**src/rtl/quad_pkg.sv**
```systemverilog
// rtl/quad_pkg.sv - shared quadrature phase encoding, emulator state enum and defaults
package quad_pkg;

  // {A,B} phase values; forward order is 00 -> 10 -> 11 -> 01 (A leads B)
  localparam logic [1:0] PH_00 = 2'b00;
  localparam logic [1:0] PH_10 = 2'b10;
  localparam logic [1:0] PH_11 = 2'b11;
  localparam logic [1:0] PH_01 = 2'b01;

  localparam int DEFAULT_CPR = 4096;

  typedef enum logic [1:0] {
    IDLE  = 2'd0,
    RUN   = 2'd1,
    DWELL = 2'd2
  } state_t;

  function automatic logic [1:0] next_phase(input logic [1:0] ph);
    case (ph)
      PH_00:   return PH_10;
      PH_10:   return PH_11;
      PH_11:   return PH_01;
      default: return PH_00;
    endcase
  endfunction

  function automatic logic [1:0] prev_phase(input logic [1:0] ph);
    case (ph)
      PH_00:   return PH_01;
      PH_01:   return PH_11;
      PH_11:   return PH_10;
      default: return PH_00;
    endcase
  endfunction

endpackage

```
**src/rtl/step_timer.sv**
```systemverilog
// rtl/step_timer.sv - edge-rate timer that ticks once every max(period,1) clocks
module step_timer #(
  parameter int PERIOD_W = 16
) (
  input  logic                CLK,
  input  logic                reset,
  input  logic                clear,
  input  logic                hold,
  input  logic [PERIOD_W-1:0] period,
  output logic                tick
);

  logic [PERIOD_W-1:0] count;
  logic [PERIOD_W-1:0] last;

  // terminal count; a zero period behaves like one so the tick fires every clock
  assign last = (period == '0) ? '0 : period - PERIOD_W'(1);
  // >= so a period shortened below the elapsed count fires on the next clock
  assign tick = (count >= last);

  // elapsed-clock counter: cleared by the owner or on tick, frozen while held
  always_ff @(posedge CLK or negedge reset) begin
    if (!reset)     count <= '0;
    else if (clear) count <= '0;
    else if (!hold) count <= tick ? '0 : count + PERIOD_W'(1);
  end

endmodule

```
**src/rtl/quad_encoder_emulator.sv**
```systemverilog
// rtl/quad_encoder_emulator.sv - quadrature A/B/index generator chasing a commanded position
module quad_encoder_emulator
  import quad_pkg::*;
#(
  parameter int POS_W    = 24,
  parameter int PERIOD_W = 16,
  parameter int CPR      = DEFAULT_CPR
) (
  input  logic                    CLK,
  input  logic                    reset,
  input  logic                    enable,
  input  logic signed [POS_W-1:0] target,
  input  logic                    target_valid,
  input  logic [PERIOD_W-1:0]     step_period,
  input  logic                    load,
  input  logic signed [POS_W-1:0] load_value,
  output logic                    quadA,
  output logic                    quadB,
  output logic                    index,
  output logic signed [POS_W-1:0] position,
  output logic                    busy,
  output logic                    done
);

  localparam logic signed [POS_W-1:0] CPR_W        = POS_W'(CPR);
  localparam logic signed [POS_W:0]   DIFF_ONE     = (POS_W+1)'(1);
  localparam logic signed [POS_W:0]   DIFF_NEG_ONE = '1;

  state_t                  state_q, state_d;
  logic [1:0]              phase_q, phase_d;
  logic signed [POS_W-1:0] pos_q, pos_d;
  logic signed [POS_W-1:0] tgt_q, tgt_d, tgt_eff;
  logic signed [POS_W:0]   diff;
  logic                    dir_q, dir_d, want_fwd;
  logic                    done_d, timer_clear, tick;

  step_timer #(.PERIOD_W(PERIOD_W)) u_timer (
    .CLK    (CLK),
    .reset  (reset),
    .clear  (timer_clear),
    .hold   (~enable),
    .period (step_period),
    .tick   (tick)
  );

  // a strobed target already steers the cycle it arrives in
  assign tgt_eff  = target_valid ? target : tgt_q;
  assign diff     = {tgt_eff[POS_W-1], tgt_eff} - {pos_q[POS_W-1], pos_q};
  assign want_fwd = ~diff[POS_W];

  // next state: load preset wins, else latch target, then move only while enabled
  always_comb begin
    state_d     = state_q;
    phase_d     = phase_q;
    pos_d       = pos_q;
    tgt_d       = tgt_q;
    dir_d       = dir_q;
    done_d      = 1'b0;
    timer_clear = 1'b0;
    if (load) begin
      pos_d       = load_value;
      tgt_d       = load_value;
      state_d     = IDLE;
      timer_clear = 1'b1;
    end else begin
      tgt_d = tgt_eff;
      if (enable) begin
        if (state_q == IDLE) begin
          timer_clear = 1'b1;
          if (diff != '0) begin
            state_d = RUN;
            dir_d   = want_fwd;
          end else if (target_valid) begin
            done_d = 1'b1;
          end
        end else if (diff == '0) begin
          state_d     = IDLE;
          done_d      = 1'b1;
          timer_clear = 1'b1;
        end else if (want_fwd != dir_q) begin
          // reversal: hold the phase for a fresh full period before stepping back
          state_d     = DWELL;
          dir_d       = want_fwd;
          timer_clear = 1'b1;
        end else if (tick) begin
          pos_d   = dir_q ? pos_q + POS_W'(1) : pos_q - POS_W'(1);
          phase_d = dir_q ? next_phase(phase_q) : prev_phase(phase_q);
          if (diff == (dir_q ? DIFF_ONE : DIFF_NEG_ONE)) begin
            state_d = IDLE;
            done_d  = 1'b1;
          end else begin
            state_d = RUN;
          end
        end
      end
    end
  end

  // state, position, phase and the registered status outputs
  always_ff @(posedge CLK or negedge reset) begin
    if (!reset) begin
      state_q <= IDLE;
      phase_q <= PH_00;
      pos_q   <= '0;
      tgt_q   <= '0;
      dir_q   <= 1'b1;
      index   <= 1'b1;
      busy    <= 1'b0;
      done    <= 1'b0;
    end else begin
      state_q <= state_d;
      phase_q <= phase_d;
      pos_q   <= pos_d;
      tgt_q   <= tgt_d;
      dir_q   <= dir_d;
      index   <= ((pos_d % CPR_W) == '0);
      busy    <= (state_d != IDLE);
      done    <= done_d;
    end
  end

  assign quadA    = phase_q[1];
  assign quadB    = phase_q[0];
  assign position = pos_q;

endmodule

```
**config.mk**
```make
export PLATFORM = sky130hd
export DESIGN_NAME = quad_encoder_emulator
export DESIGN_NICKNAME = d
export VERILOG_FILES = /design/src/rtl/quad_pkg.sv /design/src/rtl/step_timer.sv /design/src/rtl/quad_encoder_emulator.sv
export SDC_FILE = /design/constraint.sdc
export NUM_CORES = 1
export LEC_CHECK = 0
export ABC_CLOCK_PERIOD_IN_PS = 7600
export CORE_AREA = 2 2 112 114
export CTS_CLUSTER_DIAMETER = 100
export DETAILED_ROUTE_END_ITERATION = 8
export DIE_AREA = 0 0 114 116
export GPL_TIMING_DRIVEN = 0
export MAX_ROUTING_LAYER = met4
export PLACE_DENSITY = 0.92
export SLEW_MARGIN = 20
export SYNTH_ARGS = -nofsm -noshare
export SYNTH_HDL_FRONTEND = slang
export SYNTH_HIERARCHICAL = 1
export SYNTH_SLANG_ARGS = --single-unit
export TNS_END_PERCENT = 5
```
**constraint.sdc**
```tcl
create_clock -name CLK -period 7.6 [get_ports CLK]
set_input_delay 1.14 -clock CLK [delete_from_list [all_inputs] [get_ports CLK]]
set_output_delay 1.14 -clock CLK [all_outputs]
set_load 0.005 [all_outputs]
```
==> metrics.cfg <==
[hold_path]
hp-start = u_timer/count[14]
hold_path.class = flip-flop to flip-flop
holdPathStages = 1
min_to = u_timer/count[14]

[logic_synthesis]
synth_compound_area_frac = 0.2132
synth_edf_count = 0
yosysSeqAreaShare = 0.2694
synth_xor_xnor_area_share = 0.06800
synth_top_family_by_area = compound AO/OA/AOI/OAI gates
netlist_area_um2 = 6698
post_synth_fa_ha_maj_area_fraction = 0.1311
synth_commonest_cells = nand2_1, dfrtp_1, ha_1
synthCells = 768
ys.flop_type = dfrtp_1
synthSimpleGateAreaFrac = 0.1991
yosysMostFrequentCell = nand2_1
yosys.area.top_type = dfrtp_1
synth.distinct_cells = 79
synth_nets = 906
synth_top_area_frac = 0.2615
synth_mux_area_frac = 0.07697
ys_warn_count = 6
ys_ff_latch = 72
postSynthAreaPerCell_um2 = 8.721
async_flop_share = 1.000
netlist_top_cells_area = dfrtp_1, ha_1, mux2_2

[setup_path]
endpoint_kind = flip-flop
critPathSlowestCell = clkbuf_1
path_cells = clkbuf_1, clkbuf_1, mux2_2, ha_1, o21a_1, o31a_1, o41a_1, a31oi_4, o22ai_2, o21ai_0, a211oi_1, nor4_1, nand4b_2, a21oi_2, a221oi_1, or4_1, nor4_2
cpMostUsedCell = clkbuf_1
critPathKind = input pin to flip-flop
crit_arrival_ns = 7.02
start_kind = input pin
critPathTopFamily = compound AO/OA/AOI/OAI gates
required_ns = 7.83
reg2reg_slack_ns = 2.35
worst-path-buf-inv = 2
cpPeakStageDelay_ns = 0.62
ff2ff_path_depth = 16
r2r_end = position[23]
critPathMaxFanout = 10
reg2reg_from = dir_q

[die]
die_area_um2 = 13220
die_y_um = 116
rows = 40
io_pins = 98
core_area_um2 = 11910
die_x_um = 114
start_util = 0.5623

[detailed_routing]
antenna_left = 0
drc = 0
routed_wl_um = 18990
firstDrtPassIters = 5
drtIter0Drc = 459
vias = 6464
viasPerCell = 6.306
routedWlPerCell_um = 18.53

[cts]
root_buffer = clkbuf_16
cts_sinks = 72
holdBufCountCts = 0
cts_buffer_depth = 2
path_clk_slew_ns = 0.05
ctsResizeCount = 0
cts_buffers = 9
post_cts_buffers = 0
cts_tree = done
h-tree-depth = 3
clk_latency_ns = 0.34

[finish]
design_area_um2 = 8132
nets = 1013
area_delta_synth_final_pct = 21.41
num_antenna_cells = 0
drive_gt1_frac = 0.09567
n_fill_cell = 900

[global_routing]
grt_pass1_vias = 6284
overflow = 0
track_usage = 0.2999
grt_max_degree = 58
grt_pass1_wl_um = 30230
antenna_found_initial = 0

[placed_design]
gp_congestion = 0.9595
io_buffers = 95
post_dp_cell_area_um2 = 7858
dp_hpwl_um = 14760

[sta]
period_minus_slack_ns = 6.794
skew_ns = 0.006275
clock.fmax_mhz = 147.2
fin_crit_sh = 0.8940
slew_viol_final = 0
tns_ns = 0
rsz0062_at_grt = false
tightest_slew_ns = 0.8667
max_slew_margin = 0.4216
hold_violations = 0
setup_viol = 0

[flow_run]
maxCapViolCount = 0

[pwr]
p_leak_uw = 0.003651
p_sw_uw = 572.9
p_per_area_nw_per_um2 = 189.8
ir_drop_mv = 0.1181
sw_frac_of_total = 0.3712
comb_power_share = 0.455
intPower_uw = 970.3
p_seq_frac = 0.285
power.clock.fraction = 0.260

[outcome]
status = finished, final reports clean

logic make-up (layout without fill, tap and decap cells):
family,after synthesis,in the layout
flip-flops,72,72
XOR/XNOR,52,52
adder cells (fa/ha/maj),69,69
buffers and inverters,68,178
AO/OA/AOI/OAI,200,200
multiplexers,46,46
AND/OR/NAND/NOR,261,261
layout by cell type (no fill, tap or decap), types with 17 or more instances in the layout:
cell,count
a21o_1,22
a21oi_1,45
clkbuf_1,17
clkdlybuf4s50_1,94
dfrtp_1,70
ha_1,67
inv_1,45
mux2_2,44
nand2_1,74
nand3_1,24
nor2_1,50
nor3_1,24
o21ai_0,28
xnor2_1,23
xor2_1,29
stage by stage:
step	hold WS, ns	util	power [uW]	cells	setup slack, ns
6_report	0.5336	0.6827	1543	1025	0.8059
5_1_grt	0.5636	0.6827	1630	1025	0.4666
4_1_cts	0.5348	0.6827	1532	1025	0.8360
3_5_place_dp	0.5360	0.6597	1127	1011	0.5249
3_3_place_gp	0.5266	0.6576	1101	1010	0.5811
2_1_floorplan	0.4779	-	927.4	768	1.614
worst max-delay path by stage:
stage,from,end,slack [ns],cells past startpoint
global placement,target_valid,index,0.58,18
detailed placement,target_valid,index,0.52,17
floorplan,target_valid,index,1.61,17
CTS,target_valid,index,0.84,17
finish,target_valid,index,0.81,17
global route,target_valid,index,0.47,19
sequential cells by signal, indices dropped and copies added (netlist names):
signal,flops
done,1
position,24
phase_q,2
dir_q,1
tgt_q,24
busy,1
index,1
u_timer/count,16
state_q,2
layout make-up:
cell class / count / area, um2 / share of cell area
flip-flops and latches: 72 / 1804 / 0.2219
multi-input cells: 628 / 4611 / 0.5670
repair buffers: 96 / 975.9 / 0.1200
inverters: 45 / 168.9 / 0.02077
clock buffers: 14 / 274.0 / 0.03370
well taps: 147 / 183.9 / 0.02262
plain buffers: 23 / 113.9 / 0.01400
power by group through the flow:
stage / clock, uW / combinational, uW / sequential (uW)
2_1_floorplan: 0 / 490 / 437
3_3_place_gp: 0 / 657 / 444
3_5_place_dp: 0 / 682 / 445
4_1_cts: 403 / 690 / 439
5_1_grt: 421 / 768 / 441
6_report: 401 / 703 / 440
layer usage:
metal,vias up,global-route usage,wire length (um)
met5,-,-,0
met4,0,0.1537,762
met3,57,0.05649,1460
met2,265,0.4857,9022
met1,3093,0.3582,7747
li1,3049,-,-
Note: power is estimated with default switching activity, not from simulation.
